<file path="config.mk">
export PLATFORM = sky130hd
export DESIGN_NAME = pc_source_unit_flat
export DESIGN_NICKNAME = d
export VERILOG_FILES = /design/src/rtl/pc_source_unit_if.sv /design/src/rtl/pc_source_unit.sv /design/src/flat_wrapper.sv
export SDC_FILE = /design/constraint.sdc
export NUM_CORES = 1
export LEC_CHECK = 0
export CAP_MARGIN = 25
export CORE_ASPECT_RATIO = 1.5
export CORE_MARGIN = 5
export CORE_UTILIZATION = 25
export CTS_CLUSTER_SIZE = 24
export DETAILED_ROUTE_END_ITERATION = 10
export HOLD_SLACK_MARGIN = 0.06
export PLACE_DENSITY = 0.63
export SYNTH_ARGS = -nofsm -noshare
export SYNTH_HDL_FRONTEND = slang
export SYNTH_SLANG_ARGS = --single-unit
</file>
<file path="constraint.sdc">
create_clock -name clk -period 3.7 [get_ports clk]
set_clock_uncertainty 0.15 [all_clocks]
set_input_delay 0.74 -clock clk [delete_from_list [all_inputs] [get_ports clk]]
set_output_delay 0.74 -clock clk [all_outputs]
set_load 0.02 [all_outputs]
</file>
<file path="src/rtl/pc_source_unit_if.sv">
// Bus between the control unit/datapath and the PC source unit: candidate
// targets and update controls in, PC/EPC state and status pulses out.
interface pc_source_unit_if #(
  parameter int WIDTH   = 32,
  parameter int NUM_SRC = 5,
  parameter int SEL_W   = 3
);
  logic [NUM_SRC*WIDTH-1:0] src_bus;
  logic [SEL_W-1:0]         pc_sel;
  logic                     pc_write;
  logic                     pc_write_cond;
  logic                     cond;
  logic                     exc_req;
  logic                     eret;
  logic [WIDTH-1:0]         pc;
  logic [WIDTH-1:0]         epc;
  logic [WIDTH-1:0]         next_pc;
  logic                     in_exc;
  logic                     sel_err;
  logic                     misalign;

  modport master (
    output src_bus, pc_sel, pc_write, pc_write_cond, cond, exc_req, eret,
    input  pc, epc, next_pc, in_exc, sel_err, misalign
  );

  modport slave (
    input  src_bus, pc_sel, pc_write, pc_write_cond, cond, exc_req, eret,
    output pc, epc, next_pc, in_exc, sel_err, misalign
  );
endinterface

</file>
<file path="src/rtl/pc_source_unit.sv">
// Next-PC source select with PC/EPC ownership, update gating, bad-select and
// misaligned-target detection, and a RUN/VECTOR/EXC exception-entry FSM.
module pc_source_unit #(
  parameter int               WIDTH       = 32,
  parameter int               NUM_SRC     = 5,
  parameter int               SEL_W       = 3,
  parameter logic [WIDTH-1:0] RESET_PC    = '0,
  parameter logic [WIDTH-1:0] EXC_VECTOR  = 'hFF,
  parameter int               PC_STEP     = 4,
  parameter int               ALIGN_CHECK = 1
) (
  input  logic               clk,
  input  logic               reset,
  pc_source_unit_if.slave    bus
);

  typedef enum logic [1:0] {RUN, VECTOR, EXC} state_t;

  state_t                          state, state_n;
  logic [WIDTH-1:0]                pc_q, pc_n, epc_q, epc_n, next_pc;
  logic                            in_exc_q, in_exc_n;
  logic                            sel_err_q, sel_err_n, misalign_q, misalign_n;
  logic [NUM_SRC-1:0][WIDTH-1:0]   src;
  logic                            upd, sel_bad, mis;

  for (genvar k = 0; k < NUM_SRC; k++) begin : g_src
    assign src[k] = bus.src_bus[k*WIDTH +: WIDTH];
  end

  // Out-of-range selects fall back to the current PC so next_pc is always defined.
  always_comb begin
    next_pc = pc_q;
    for (int k = 0; k < NUM_SRC; k++)
      if (bus.pc_sel == SEL_W'(k)) next_pc = src[k];
  end

  assign sel_bad = {1'b0, bus.pc_sel} >= (SEL_W+1)'(NUM_SRC);
  assign mis     = (ALIGN_CHECK != 0) && (next_pc[1:0] != 2'b00);
  assign upd     = bus.pc_write | (bus.pc_write_cond & bus.cond);

  always_comb begin
    state_n    = state;
    pc_n       = pc_q;
    epc_n      = epc_q;
    in_exc_n   = in_exc_q;
    sel_err_n  = 1'b0;
    misalign_n = 1'b0;
    unique case (state)
      RUN: begin
        if (bus.exc_req) begin
          epc_n   = pc_q - WIDTH'(PC_STEP);
          state_n = VECTOR;
        end else if (upd && sel_bad) begin
          sel_err_n = 1'b1;
        end else if (upd && mis) begin
          misalign_n = 1'b1;
          epc_n      = next_pc;
          state_n    = VECTOR;
        end else if (upd) begin
          pc_n = next_pc;
        end
      end
      VECTOR: begin
        pc_n     = EXC_VECTOR;
        in_exc_n = 1'b1;
        state_n  = EXC;
      end
      EXC: begin
        // Nested faults re-vector but keep the EPC of the original fault.
        if (bus.eret) begin
          pc_n     = epc_q;
          in_exc_n = 1'b0;
          state_n  = RUN;
        end else if (bus.exc_req) begin
          state_n = VECTOR;
        end else if (upd && sel_bad) begin
          sel_err_n = 1'b1;
        end else if (upd && mis) begin
          misalign_n = 1'b1;
          state_n    = VECTOR;
        end else if (upd) begin
          pc_n = next_pc;
        end
      end
      default: state_n = RUN;
    endcase
  end

  always_ff @(posedge clk or negedge reset) begin
    if (!reset) begin
      state      <= RUN;
      pc_q       <= RESET_PC;
      epc_q      <= '0;
      in_exc_q   <= 1'b0;
      sel_err_q  <= 1'b0;
      misalign_q <= 1'b0;
    end else begin
      state      <= state_n;
      pc_q       <= pc_n;
      epc_q      <= epc_n;
      in_exc_q   <= in_exc_n;
      sel_err_q  <= sel_err_n;
      misalign_q <= misalign_n;
    end
  end

  assign bus.pc       = pc_q;
  assign bus.epc      = epc_q;
  assign bus.next_pc  = next_pc;
  assign bus.in_exc   = in_exc_q;
  assign bus.sel_err  = sel_err_q;
  assign bus.misalign = misalign_q;

endmodule

</file>
<file path="src/flat_wrapper.sv">
// flat-port wrapper written by rule: the top's interface ports become plain ports
module pc_source_unit_flat 
#(
  parameter int               WIDTH       = 32,
  parameter int               NUM_SRC     = 5,
  parameter int               SEL_W       = 3,
  parameter logic [WIDTH-1:0] RESET_PC    = '0,
  parameter logic [WIDTH-1:0] EXC_VECTOR  = 'hFF,
  parameter int               PC_STEP     = 4,
  parameter int               ALIGN_CHECK = 1
)
  (clk, reset, bus_src_bus, bus_pc_sel, bus_pc_write, bus_pc_write_cond, bus_cond, bus_exc_req, bus_eret, bus_pc, bus_epc, bus_next_pc, bus_in_exc, bus_sel_err, bus_misalign);
  pc_source_unit_if #(.WIDTH(WIDTH), .NUM_SRC(NUM_SRC), .SEL_W(SEL_W)) bus_i ();
  input  logic clk;
  input  logic reset;
  input wire logic [$bits(bus_i.src_bus)-1:0] bus_src_bus;
  input wire logic [$bits(bus_i.pc_sel)-1:0] bus_pc_sel;
  input wire logic [$bits(bus_i.pc_write)-1:0] bus_pc_write;
  input wire logic [$bits(bus_i.pc_write_cond)-1:0] bus_pc_write_cond;
  input wire logic [$bits(bus_i.cond)-1:0] bus_cond;
  input wire logic [$bits(bus_i.exc_req)-1:0] bus_exc_req;
  input wire logic [$bits(bus_i.eret)-1:0] bus_eret;
  output wire logic [$bits(bus_i.pc)-1:0] bus_pc;
  output wire logic [$bits(bus_i.epc)-1:0] bus_epc;
  output wire logic [$bits(bus_i.next_pc)-1:0] bus_next_pc;
  output wire logic [$bits(bus_i.in_exc)-1:0] bus_in_exc;
  output wire logic [$bits(bus_i.sel_err)-1:0] bus_sel_err;
  output wire logic [$bits(bus_i.misalign)-1:0] bus_misalign;
  assign bus_i.src_bus = bus_src_bus;
  assign bus_i.pc_sel = bus_pc_sel;
  assign bus_i.pc_write = bus_pc_write;
  assign bus_i.pc_write_cond = bus_pc_write_cond;
  assign bus_i.cond = bus_cond;
  assign bus_i.exc_req = bus_exc_req;
  assign bus_i.eret = bus_eret;
  assign bus_pc = bus_i.pc;
  assign bus_epc = bus_i.epc;
  assign bus_next_pc = bus_i.next_pc;
  assign bus_in_exc = bus_i.in_exc;
  assign bus_sel_err = bus_i.sel_err;
  assign bus_misalign = bus_i.misalign;
  pc_source_unit #(.WIDTH(WIDTH), .NUM_SRC(NUM_SRC), .SEL_W(SEL_W), .RESET_PC(RESET_PC), .EXC_VECTOR(EXC_VECTOR), .PC_STEP(PC_STEP), .ALIGN_CHECK(ALIGN_CHECK)) u_core (.clk(clk), .reset(reset), .bus(bus_i));
endmodule
</file>
==> out/summary.log, run 1 <==
INFO  status         run_status=finished clean
INFO  critical_path  worstPathArrival=2.68ns
INFO  logic_synthesis ys.warnings.count=0
INFO  sta            timing_max_transition_violations_final=0
INFO  finish         post_layout_instance_area=0.00900mm2
INFO  logic_synthesis synth.ff_latch_count=69
INFO  logic_synthesis number_of_enable_flip_flop_cells_after_synthesis=0
INFO  global_routing gr-total-overflow=0
INFO  finish         relative_area_change_from_synthesis_to_final_layout=64.6%
INFO  critical_path  cell_chain_of_the_critical_path=buf_2 -> buf_4 -> mux2_2 -> o22a_1 -> o21ai_0 -> inv_1 -> clkdlybuf4s50_1
INFO  critical_path  setup.worst_path.end_class=output pin
INFO  logic_synthesis post_synth_and_or_nand_nor_area_fraction=13.3%
INFO  sta            post-route-period-util=96.5%
INFO  sta            fin_worst_hold_slack=0.377ns
INFO  global_routing grt_pass1_wl=36900um
INFO  logic_synthesis post_synth_fa_ha_maj_area_fraction=1.37%
INFO  power_and_ir_drop clock_power_share=13.2%
INFO  critical_path  cp.buffers_inverters=4
INFO  floorplan      fp.dieH=191um
INFO  logic_synthesis synth_async_sr_flop_share=100%
INFO  sta            postLayoutSetupSlackWorst=0.129ns
INFO  logic_synthesis most_instantiated_flip_flop_cell_in_the_synthesis_netlist=sky130_fd_sc_hd__dfrtp_1
INFO  critical_path  crit_path_start_kind=primary input
INFO  cts            clock_sinks=69
INFO  logic_synthesis netlist_instances=603
INFO  logic_synthesis synthXorXnorAreaFrac=4.16%
INFO  hold_path      hp-class=in -> async
INFO  power_and_ir_drop p_per_area=710mW/mm2
INFO  drt            via_count=6146
INFO  logic_synthesis synthesized_area_fraction_occupied_by_ao_oa_aoi_and_oai_cells=28.1%
INFO  sta            slew_headroom=37.5%
INFO  cts            numCtsBuffers=9
INFO  sta            worst_slew_pin_slew=0.937ns
INFO  sta            final.min_clock_period=3.57ns
INFO  cts            tritoncts=yes
INFO  global_routing maximum_number_of_pins_on_one_net_before_global_route_repair=70
INFO  global_routing vias_in_the_first_global_route=6194
INFO  placed_design  gpl.final_weighted_congestion=0.821
INFO  logic_synthesis synth_nets=779
INFO  logic_synthesis yosys.cell_types.count=51
INFO  cts            clock_tree.htree_level_count=3
INFO  cts            clk-insertion-delay-late=0.33ns
INFO  power_and_ir_drop worst_ir_drop_vdd=320uV
INFO  floorplan      core_area=0.0216mm2
INFO  sta            maxClockFrequency=280MHz
INFO  placed_design  hpwl=19200um
INFO  drt            wire_length_reported_by_the_detailed_router=25100um
INFO  critical_path  slowest_stage=sky130_fd_sc_hd__clkdlybuf4s50_1
INFO  logic_synthesis sequential_share_of_the_synthesized_area=31.6%
INFO  sta            rsz0062_at_grt=false
INFO  cts            cts-root-buf=sky130_fd_sc_hd__clkbuf_16
INFO  logic_synthesis synth_area=0.00547mm2
INFO  floorplan      fp-row-count=66
INFO  sta            setup_viol_count_final=0
INFO  power_and_ir_drop p_leak=3.63nW
INFO  sta            hold_viol_final=0
INFO  critical_path  timing_worst_setup_path_type=in -> out
INFO  logic_synthesis syn_area_per_cell=9.07um2
INFO  drt            drt_first_iter_violations=313
INFO  placed_design  placed_cell_area=0.00871mm2
INFO  logic_synthesis synth.mux.area_fraction=15.6%
INFO  critical_path  worst_path_largest_cell_delay=0.55ns
INFO  floorplan      floorplan.initialDensity=25.3%
INFO  logic_synthesis synth_top_family_by_area=compound AO/OA/AOI/OAI gates
INFO  power_and_ir_drop netSwitchingPower=2.83mW
INFO  drt            drc=0
INFO  global_routing grt_antenna_before_repair=5
INFO  power_and_ir_drop intPower=3.56mW
INFO  power_and_ir_drop p_seq_share=24.9%
INFO  drt            firstDrtPassIters=5
INFO  placed_design  dpl_worst_slack=0.138ns
INFO  cts            clock_path_buffers=2
INFO  cts            post-cts-setup-buffer-count=0
INFO  critical_path  gate_family_responsible_for_the_most_delay_along_the_worst_path=buffers and inverters
INFO  power_and_ir_drop gate_power_share=61.9%
INFO  cts            cts.clk_slew.worst_paths=0.05ns
INFO  flow_run       timing.max_cap.violations=0
INFO  sta            setup-tns-final=0ns
INFO  drt            wl_per_cell=21.9um
INFO  floorplan      io-pin-count=269
INFO  finish         post_route_cells_drive_above_1_share=16.4%
INFO  finish         fin_nets=1046
INFO  power_and_ir_drop p_sw_share=44.3%
INFO  drt            drtAntennaViolNets=0
INFO  global_routing grt_util_all_layers=19.3%
INFO  cts            cts_resized=0
INFO  cts            cts-hold-fix-buffers=0
INFO  floorplan      die_width=131um
INFO  floorplan      die_area=0.0250mm2
INFO  critical_path  critical_path.max_fanout=9
INFO  critical_path  critical_path_required=2.81ns
INFO  placed_design  io_buffers=268
INFO  drt            via_per_inst=5.35
## path summary, 6_finish.rpt
kind / start / end / slack, ns / cells after the start
setup / recovery: bus_pc_sel[0] / bus_next_pc[7] / 0.13 / 7
hold / removal: reset / u_core.bus.sel_err / 0.38 / 1
setup reg to reg: u_core.bus.pc[2] / u_core.bus.epc[26] / 0.90 / 8
hold reg to reg: u_core.bus.epc[26] / u_core.bus.epc[26] / 0.38 / 1
max in group asynchronous: reset / u_core.bus.epc[7] / 2.38 / 1
min in group clk: u_core.bus.epc[26] / u_core.bus.epc[26] / 0.38 / 1
## cell usage in the layout (no fill, tap or decap), types with 12 or more instances in the layout
cell type,n
sky130_fd_sc_hd__clkdlybuf4s50_1,261
sky130_fd_sc_hd__dfrtp_1,69
sky130_fd_sc_hd__mux2_2,60
sky130_fd_sc_hd__o22ai_1,49
sky130_fd_sc_hd__buf_4,46
sky130_fd_sc_hd__nor2_1,42
sky130_fd_sc_hd__nand2_1,32
sky130_fd_sc_hd__a21oi_1,30
sky130_fd_sc_hd__and2_1,25
sky130_fd_sc_hd__a221o_1,24
sky130_fd_sc_hd__o221ai_1,23
sky130_fd_sc_hd__a22oi_1,15
sky130_fd_sc_hd__inv_1,14
sky130_fd_sc_hd__o21ai_0,14
sky130_fd_sc_hd__xor2_1,14
sky130_fd_sc_hd__xnor2_1,12
## synth_stat cells (3+ instances only)
cell type,instances,share of area [%]
sky130_fd_sc_hd__dfrtp_1,69,32
sky130_fd_sc_hd__mux2_2,60,12
sky130_fd_sc_hd__o22ai_1,49,5.6
sky130_fd_sc_hd__nor2_1,42,2.9
sky130_fd_sc_hd__clkbuf_1,37,2.5
sky130_fd_sc_hd__nand2_1,32,2.2
sky130_fd_sc_hd__a21oi_1,30,2.7
sky130_fd_sc_hd__and2_1,25,2.9
sky130_fd_sc_hd__a221o_1,24,4.4
sky130_fd_sc_hd__o221ai_1,23,3.7
sky130_fd_sc_hd__buf_1,16,1.1
sky130_fd_sc_hd__a22oi_1,15,2.1
sky130_fd_sc_hd__inv_1,14,0.96
sky130_fd_sc_hd__o21ai_0,14,1.3
sky130_fd_sc_hd__xor2_1,14,2.2
sky130_fd_sc_hd__xnor2_1,12,1.9
sky130_fd_sc_hd__a22o_1,9,1.4
sky130_fd_sc_hd__a21o_1,8,1.1
sky130_fd_sc_hd__a31oi_1,8,0.92
sky130_fd_sc_hd__nor4_1,8,0.92
sky130_fd_sc_hd__a211oi_1,7,0.96
sky130_fd_sc_hd__buf_2,7,0.64
sky130_fd_sc_hd__o32ai_1,7,1.1
sky130_fd_sc_hd__a2bb2oi_1,6,0.96
sky130_fd_sc_hd__ha_1,6,1.4
sky130_fd_sc_hd__mux4_2,6,2.5
sky130_fd_sc_hd__mux2i_1,4,0.73
sky130_fd_sc_hd__nand3_1,4,0.37
sky130_fd_sc_hd__or4_1,4,0.55
sky130_fd_sc_hd__buf_6,3,0.62
sky130_fd_sc_hd__nand2b_1,3,0.34
sky130_fd_sc_hd__nand3b_1,3,0.41
sky130_fd_sc_hd__nand4_1,3,0.34
sky130_fd_sc_hd__o21bai_1,3,0.41
sky130_fd_sc_hd__o22a_1,3,0.48
sky130_fd_sc_hd__o2bb2ai_1,3,0.48
## cells by family (layout without fill, tap and decap cells)
family,after synthesis,in the layout
AND/OR/NAND/NOR,142,142
other,0,3
adder cells (fa/ha/maj),6,6
AO/OA/AOI/OAI,212,212
buffers and inverters,78,348
flip-flops,69,69
multiplexers,70,70
XOR/XNOR,26,26
## worst register-to-register path, stage by stage (launching register included)
cell and delay, ns:
sky130_fd_sc_hd__dfrtp_1 0.47, sky130_fd_sc_hd__inv_1 0.11, sky130_fd_sc_hd__ha_1 0.18, sky130_fd_sc_hd__nor3b_1 0.47, sky130_fd_sc_hd__nand4_1 0.32, sky130_fd_sc_hd__nor3b_1 0.33
sky130_fd_sc_hd__xor2_1 0.12, sky130_fd_sc_hd__mux2_2 0.27, sky130_fd_sc_hd__mux2_2 0.26
## routing by layer
layer	track usage (%)	vias up	share of wire (%)
li1	-	2866	-
met3	3.97	26	6.9
met5	0	-	0.10
met4	6.22	4	1.6
met1	23.6	3016	41
met2	33.6	234	51
## area by class of cell
type | instances | area, um2
Antenna cell | 3 | 7.51
Clock inverter | 2 | 35.0
Timing Repair Buffer | 319 | 3140
Tap cell | 272 | 340
Multi-Input combinational cell | 456 | 3450
Inverter | 15 | 56.3
Clock buffer | 12 | 246
Fill cell | 2149 | 12600
Sequential cell | 69 | 1730
## power groups by stage
| stage | clock, mW | sequential, mW | combinational, mW |
|---|---|---|---|
| after floorplan | 0 | 1.78 | 1.98 |
| after global placement | 0 | 1.59 | 3.93 |
| after detailed placement | 0 | 1.60 | 3.96 |
| after CTS | 0.856 | 1.59 | 3.98 |
| after global routing | 0.893 | 1.65 | 4.23 |
| final | 0.845 | 1.59 | 3.96 |
## through the flow
step,power (mW),cells,utilization (%)
3_5_place_dp,5.56,1131,40.3
2_1_floorplan,3.77,603,-
4_1_cts,6.43,1145,41.6
5_1_grt,6.78,1148,41.6
6_report,6.39,1148,41.6
3_3_place_gp,5.53,1131,40.3
## registers in the layout (all words and copies together) (netlist names)
signal               cells
u_core.state             2
u_core.bus.in_exc        1
u_core.bus.misalign      1
u_core.bus.epc          32
u_core.bus.sel_err       1
u_core.bus.pc           32
(Power assumes the default switching activity.)
==> run 2: changes to the inputs <==
==> constraint.sdc (replaced) <==
create_clock -name clk -period 3.3 [get_ports clk]
set_clock_uncertainty 0.15 [all_clocks]
set_input_delay 0.66 -clock clk [delete_from_list [all_inputs] [get_ports clk]]
set_output_delay 0.66 -clock clk [all_outputs]
set_load 0.02 [all_outputs]
==> run 2 against run 1 <==
Sequential share of layout area down 0.50 points. Sequential power up 11%. Count of clock-buffer cells in the layout is the same. Design area grew 2.7%. Utilization up 1.1 points.
==> out/summary.log, run 2 (synthesized netlist as in run 1, its figures left out) <==
INFO  power_and_ir_drop clock_power_share=13.5%
INFO  cts            cts-root-buf=sky130_fd_sc_hd__clkbuf_16
INFO  cts            numCtsBuffers=9
INFO  power_and_ir_drop intPower=4.06mW
INFO  hold_path      worst_hold_launch=u_core.bus.epc[15]
INFO  critical_path  worst_r2r_path_depth=8
INFO  finish         fillCellCount=2159
INFO  placed_design  placed_cell_area=0.00886mm2
INFO  power_and_ir_drop p_leak=3.88nW
INFO  hold_path      holdPathStages=1
INFO  critical_path  critPathCapture=bus_next_pc[24]
INFO  sta            maxClockFrequency=311MHz
INFO  global_routing grt_antenna_before_repair=2
INFO  cts            cts.clk_slew.worst_paths=0.06ns
INFO  sta            fin_worst_hold_slack=0.373ns
INFO  floorplan      floorplan.initialDensity=25.3%
INFO  cts            clock_tree.htree_level_count=3
INFO  cts            clk-insertion-delay-late=0.34ns
INFO  drt            via_count=6190
INFO  critical_path  setup.reg_to_reg.worst_slack=0.49ns
INFO  drt            drtAntennaViolNets=0
INFO  placed_design  io_buffers=268
INFO  critical_path  critical_path_required=2.49ns
INFO  sta            rsz0062_at_grt=false
INFO  finish         final_cells=1163
INFO  drt            via_per_inst=5.32
INFO  power_and_ir_drop gate_power_share=62.2%
INFO  placed_design  hpwl=19100um
INFO  placed_design  place_inst=1144
INFO  cts            tritoncts=yes
INFO  sta            final.min_clock_period=3.22ns
INFO  power_and_ir_drop p_per_area=786mW/mm2
INFO  floorplan      die_area=0.0250mm2
INFO  finish         fin_nets=1061
INFO  floorplan      die_width=131um
INFO  critical_path  worstPathArrival=2.41ns
INFO  sta            setup-tns-final=0ns
INFO  finish         post_route_cells_drive_above_1_share=18.3%
INFO  critical_path  crit_path_start_kind=primary input
INFO  critical_path  startpoint_of_the_lowest_slack_register_to_register_path=u_core.bus.pc[2]
INFO  cts            clock_path_buffers=2
INFO  critical_path  r2r_end=u_core.bus.epc[22]
INFO  critical_path  startpoint=bus_pc_sel[0]
INFO  floorplan      core_area=0.0216mm2
INFO  flow_run       timing.max_cap.violations=0
INFO  drt            wl_per_cell=21.7um
INFO  finish         post_layout_instance_area=0.00924mm2
INFO  status         run_status=finished clean
INFO  sta            post-route-period-util=97.6%
INFO  drt            drt_first_iter_violations=351
INFO  global_routing vias_in_the_first_global_route=6464
INFO  floorplan      fp.dieH=191um
INFO  finish         layout_commonest_cell=sky130_fd_sc_hd__clkdlybuf4s50_1
INFO  critical_path  setup.worst_path.end_class=output pin
INFO  sta            slew_headroom=38.7%
INFO  critical_path  critical_path.max_fanout=20
INFO  cts            clock_sinks=69
INFO  placed_design  gpl.final_weighted_congestion=0.800
INFO  cts            post-cts-setup-buffer-count=0
INFO  floorplan      io-pin-count=269
INFO  power_and_ir_drop worst_ir_drop_vdd=363uV
INFO  drt            firstDrtPassIters=5
INFO  sta            worst_slew_pin_slew=0.916ns
INFO  drt            drc=0
INFO  global_routing grt_util_all_layers=19.6%
INFO  power_and_ir_drop netSwitchingPower=3.20mW
INFO  sta            timing_max_transition_violations_final=0
INFO  finish         layout.cells.most_common_list=sky130_fd_sc_hd__clkdlybuf4s50_1 (246), sky130_fd_sc_hd__dfrtp_1 (69), sky130_fd_sc_hd__mux2_2 (60)
INFO  floorplan      fp-row-count=66
INFO  global_routing maximum_number_of_pins_on_one_net_before_global_route_repair=70
INFO  drt            wire_length_reported_by_the_detailed_router=25200um
INFO  sta            hold_viol_final=0
INFO  global_routing grt_pass1_wl=37800um
INFO  critical_path  timing_worst_setup_path_type=in -> out
INFO  power_and_ir_drop p_sw_share=44.1%
INFO  finish         relative_area_change_from_synthesis_to_final_layout=69.0%
INFO  sta            setup_viol_count_final=0
INFO  power_and_ir_drop p_seq_share=24.3%
INFO  power_and_ir_drop total_power=7.26mW
INFO  hold_path      hp-class=reg -> reg
INFO  global_routing gr-total-overflow=0
## run 2: cell types whose count changed in the layout (fill, tap and decap cells not counted), sizes merged
| cell | previous run | this run |
|---|---|---|
| buf | 58 | 73 |
| clkdlybuf4s50 | 261 | 246 |
| clkinv | 1 | 2 |
| clkinvlp | 0 | 1 |
| diode | 3 | 1 |
| dlygate4sd2 | 0 | 1 |
| dlygate4sd3 | 0 | 1 |
| dlymetal6s2s | 0 | 13 |
## run 2: final cells by class
class                           count  area [um2]  area share, %
Antenna cell                        1        2.50         0.0271
Clock buffer                       12         246           2.67
Clock inverter                      4        47.5          0.515
Inverter                           15        56.3          0.609
Multi-Input combinational cell    456        3470           37.5
Sequential cell                    69        1730           18.7
Tap cell                          272         340           3.68
Timing Repair Buffer              334        3350           36.3
## run 2: stage by stage
step | worst slack, ns | utilization [%]
2_1_floorplan | 0.00258 | -
3_3_place_gp | -0.0808 | 41.0
3_5_place_dp | -0.0660 | 41.0
4_1_cts | 0.0156 | 42.4
5_1_grt | 0.00181 | 42.7
6_report | 0.0804 | 42.7
## run 2: power by group through the flow
| stage | Sequential (mW) | Clock [mW] | Combinational [mW] |
|---|---|---|---|
| 2_1_floorplan | 2.00 | 0 | 2.23 |
| 3_3_place_gp | 1.77 | 0 | 4.49 |
| 3_5_place_dp | 1.78 | 0 | 4.54 |
| 4_1_cts | 1.77 | 0.995 | 4.56 |
| 5_1_grt | 1.84 | 1.02 | 4.86 |
| 6_report | 1.77 | 0.979 | 4.52 |
## run 2: critical path, cell delays in order
cell and delay (ns):
sky130_fd_sc_hd__buf_2 0.14, sky130_fd_sc_hd__buf_12 0.16, sky130_fd_sc_hd__nand2b_1 0.12, sky130_fd_sc_hd__buf_12 0.19
sky130_fd_sc_hd__o22ai_1 0.08, sky130_fd_sc_hd__a22o_1 0.24, sky130_fd_sc_hd__a21oi_1 0.16, sky130_fd_sc_hd__clkdlybuf4s50_1 0.64
## run 2: worst min-delay path by stage
stage                               endpoint  slack, ns
after CTS                 u_core.bus.sel_err       0.36
after detailed placement   u_core.bus.in_exc       0.36
after global placement    u_core.bus.epc[15]       0.36
final                     u_core.bus.epc[15]       0.37
after floorplan            u_core.bus.epc[0]       0.21
after global routing      u_core.bus.epc[24]       0.40
## run 2: routing by layer
metal | wire length [um] | share of wire, % | global-route usage [%] | vias up
met5 | 7 | 0.028 | 0 | -
met4 | 554 | 2.2 | 6.53 | 2
met3 | 1650 | 6.5 | 4.03 | 35
met2 | 12900 | 51 | 33.6 | 203
met1 | 10100 | 40 | 24.2 | 3054
li1 | - | - | - | 2896
## run 2: what timing repair did
action / CTS / global route
gates resized for setup: 4 / 13
pin swaps: 0 / 0
hold endpoints to repair: 0 / 2
endpoints found under the setup margin: 4 / 13
hold buffers: 0 / 1
==> run 3: changes to the inputs <==
--- a/config.mk
+++ b/config.mk
@@ -12,7 +12,7 @@
 export CTS_CLUSTER_SIZE = 24
 export DETAILED_ROUTE_END_ITERATION = 10
 export HOLD_SLACK_MARGIN = 0.06
-export PLACE_DENSITY = 0.63
+export PLACE_DENSITY = 0.65
 export SYNTH_ARGS = -nofsm -noshare
 export SYNTH_HDL_FRONTEND = slang
 export SYNTH_SLANG_ARGS = --single-unit
==> constraint.sdc (replaced) <==
create_clock -name clk -period 2.7 [get_ports clk]
set_clock_uncertainty 0.15 [all_clocks]
set_input_delay 0.54 -clock clk [delete_from_list [all_inputs] [get_ports clk]]
set_output_delay 0.54 -clock clk [all_outputs]
set_load 0.02 [all_outputs]
==> run 3 against run 2 <==
Utilization rose by 2.5 points. Final cell count rose by 5.4%. Critical path type unchanged. Largest power group unchanged. Largest cell class is now buffers. Die area did not move.
==> out/summary.log, run 3 (synthesized netlist as in run 1, its figures left out) <==
INFO  status         run_status=finished clean
INFO  cts            clock_path_buffers=2
INFO  finish         post_layout_instance_area=0.00977mm2
INFO  sta            maxClockFrequency=374MHz
INFO  placed_design  placed_cell_area=0.00936mm2
INFO  cts            tritoncts=yes
INFO  drt            drt_first_iter_violations=369
INFO  floorplan      fp.dieH=191um
INFO  placed_design  hpwl=20100um
INFO  drt            via_count=6496
INFO  critical_path  critical_path_required=2.01ns
INFO  finish         layout_commonest_cell=sky130_fd_sc_hd__clkdlybuf4s50_1
INFO  drt            firstDrtPassIters=5
INFO  hold_path      hp-class=in -> async
INFO  sta            worst_slew_pin_slew=0.975ns
INFO  power_and_ir_drop p_per_area=963mW/mm2
INFO  critical_path  crit_path_start_kind=primary input
INFO  finish         fillCellCount=2100
INFO  finish         layout.cells.most_common_list=sky130_fd_sc_hd__clkdlybuf4s50_1 (223), sky130_fd_sc_hd__buf_4 (112), sky130_fd_sc_hd__dfrtp_1 (69)
INFO  critical_path  setup.worst_path.end_class=output pin
INFO  power_and_ir_drop p_leak=4.10nW
INFO  cts            cts.clk_slew.worst_paths=0.05ns
INFO  critical_path  setup.reg_to_reg.worst_slack=0.14ns
INFO  power_and_ir_drop p_seq_share=20.8%
INFO  placed_design  gpl.final_weighted_congestion=0.873
INFO  floorplan      fp-row-count=66
INFO  sta            timing_max_transition_violations_final=0
INFO  global_routing grt_pass1_wl=39200um
INFO  power_and_ir_drop total_power=9.40mW
INFO  floorplan      die_width=131um
INFO  critical_path  timing_worst_setup_path_type=in -> out
INFO  global_routing gr-total-overflow=0
INFO  finish         relative_area_change_from_synthesis_to_final_layout=78.7%
INFO  critical_path  critical_path.max_fanout=2
INFO  floorplan      core_area=0.0216mm2
INFO  power_and_ir_drop gate_power_share=67.4%
INFO  critical_path  worstPathArrival=1.99ns
INFO  sta            post-route-period-util=99.1%
INFO  power_and_ir_drop worst_ir_drop_vdd=334uV
INFO  global_routing maximum_number_of_pins_on_one_net_before_global_route_repair=70
INFO  global_routing vias_in_the_first_global_route=6855
INFO  cts            cts-root-buf=sky130_fd_sc_hd__clkbuf_16
INFO  global_routing grt_util_all_layers=20.4%
INFO  sta            setup_viol_count_final=0
INFO  finish         insertedDiodeCount=0
INFO  power_and_ir_drop p_sw_share=43.7%
INFO  power_and_ir_drop clock_power_share=11.8%
INFO  cts            clk-insertion-delay-late=0.33ns
INFO  drt            wire_length_reported_by_the_detailed_router=26000um
INFO  global_routing grt_antenna_before_repair=1
INFO  sta            hold_viol_final=0
INFO  cts            clock_sinks=69
INFO  drt            wl_per_cell=21.2um
INFO  power_and_ir_drop intPower=5.30mW
INFO  power_and_ir_drop netSwitchingPower=4.11mW
INFO  drt            drtAntennaViolNets=0
INFO  sta            final.min_clock_period=2.68ns
INFO  floorplan      io-pin-count=269
INFO  placed_design  io_buffers=268
INFO  finish         post_route_cells_drive_above_1_share=28.6%
INFO  sta            slew_headroom=34.7%
INFO  flow_run       timing.max_cap.violations=0
INFO  sta            rsz0062_at_grt=true
INFO  floorplan      floorplan.initialDensity=25.3%
INFO  cts            clock_tree.htree_level_count=3
INFO  finish         fin_nets=1125
INFO  cts            cts-hold-fix-buffers=0
INFO  drt            drc=0
INFO  floorplan      die_area=0.0250mm2
INFO  cts            numCtsBuffers=9
INFO  drt            via_per_inst=5.30
==> run 3: cell count changes in the layout (fill, tap and decap cells not counted), sizes merged <==
cell / previous run / this run
clkinv: 2 / 3
dlygate4sd2: 1 / 5
clkdlybuf4s50: 246 / 223
dlygate4sd3: 1 / 0
buf: 73 / 141
diode: 1 / 0
clkdlybuf4s15: 0 / 22
dlymetal6s2s: 13 / 0
bufinv: 1 / 0
clkbuf: 12 / 19
==> run 3: what timing repair did <==
item,CTS,global route
buffers inserted,3,0
resized for setup,112,21
gates cloned,3,0
pin swaps,6,7
setup endpoints to repair,56,29
==> run 3: final cells by class <==
| class | instances | area, um2 | share of cell area (%) |
|---|---|---|---|
| timing repair buffer | 398 | 3780 | 38.7 |
| multi-input combinational | 456 | 3590 | 36.7 |
| sequential | 69 | 1730 | 17.7 |
| tap | 272 | 340 | 3.48 |
| clock buffer | 12 | 256 | 2.63 |
| inverter | 15 | 56.3 | 0.576 |
| clock inverter | 4 | 22.5 | 0.231 |
==> run 3: worst paths after layout <==
kind,startpoint,to,cells after the start
max,bus_src_bus[81],bus_next_pc[17],5
min reg2reg,u_core.bus.in_exc,u_core.bus.in_exc,1
min,reset,u_core.bus.epc[28],1
max in group asynchronous,reset,u_core.bus.pc[16],1
min in group clk,u_core.bus.in_exc,u_core.bus.in_exc,1
max reg2reg,u_core.bus.pc[11],u_core.bus.epc[26],7
==> run 3: per-layer routing <==
| layer | wire (um) | vias to the layer above | GRT usage [%] |
|---|---|---|---|
| li1 | - | 3019 | - |
| met1 | 10000 | 3159 | 24.2 |
| met2 | 13200 | 254 | 35.6 |
| met3 | 1920 | 62 | 4.72 |
| met4 | 824 | 2 | 6.85 |
| met5 | 13 | - | 0 |
==> run 3: metrics by stage <==
stage	worst slack (ns)	hold slack [ns]	TNS, ns	instances	utilization, %
finish	0.0250	0.171	0	1226	45.2
floorplan	-0.341	0.0944	-9.02	603	-
detailed placement	-0.532	0.354	-28.43	1206	43.3
CTS	0.00624	0.226	0	1228	45.5
global route	-0.0188	0.271	-0.0197	1226	45.2
global placement	-0.539	0.355	-27.34	1206	43.3
==> run 3: power groups by stage <==
stage / clock, mW / combinational [mW] / sequential, mW
2_1_floorplan: 0 / 2.77 / 2.45
3_3_place_gp: 0 / 6.05 / 1.96
3_5_place_dp: 0 / 6.12 / 1.96
4_1_cts: 1.12 / 6.49 / 1.95
5_1_grt: 1.18 / 6.80 / 2.03
6_report: 1.11 / 6.34 / 1.96
==> run 3: worst max-delay path, cell delays in order <==
cell and delay [ns]:
sky130_fd_sc_hd__clkdlybuf4s50_1 0.46, sky130_fd_sc_hd__mux4_2 0.47, sky130_fd_sc_hd__nor2_1 0.11, sky130_fd_sc_hd__a31oi_1 0.08, sky130_fd_sc_hd__clkdlybuf4s15_1 0.33
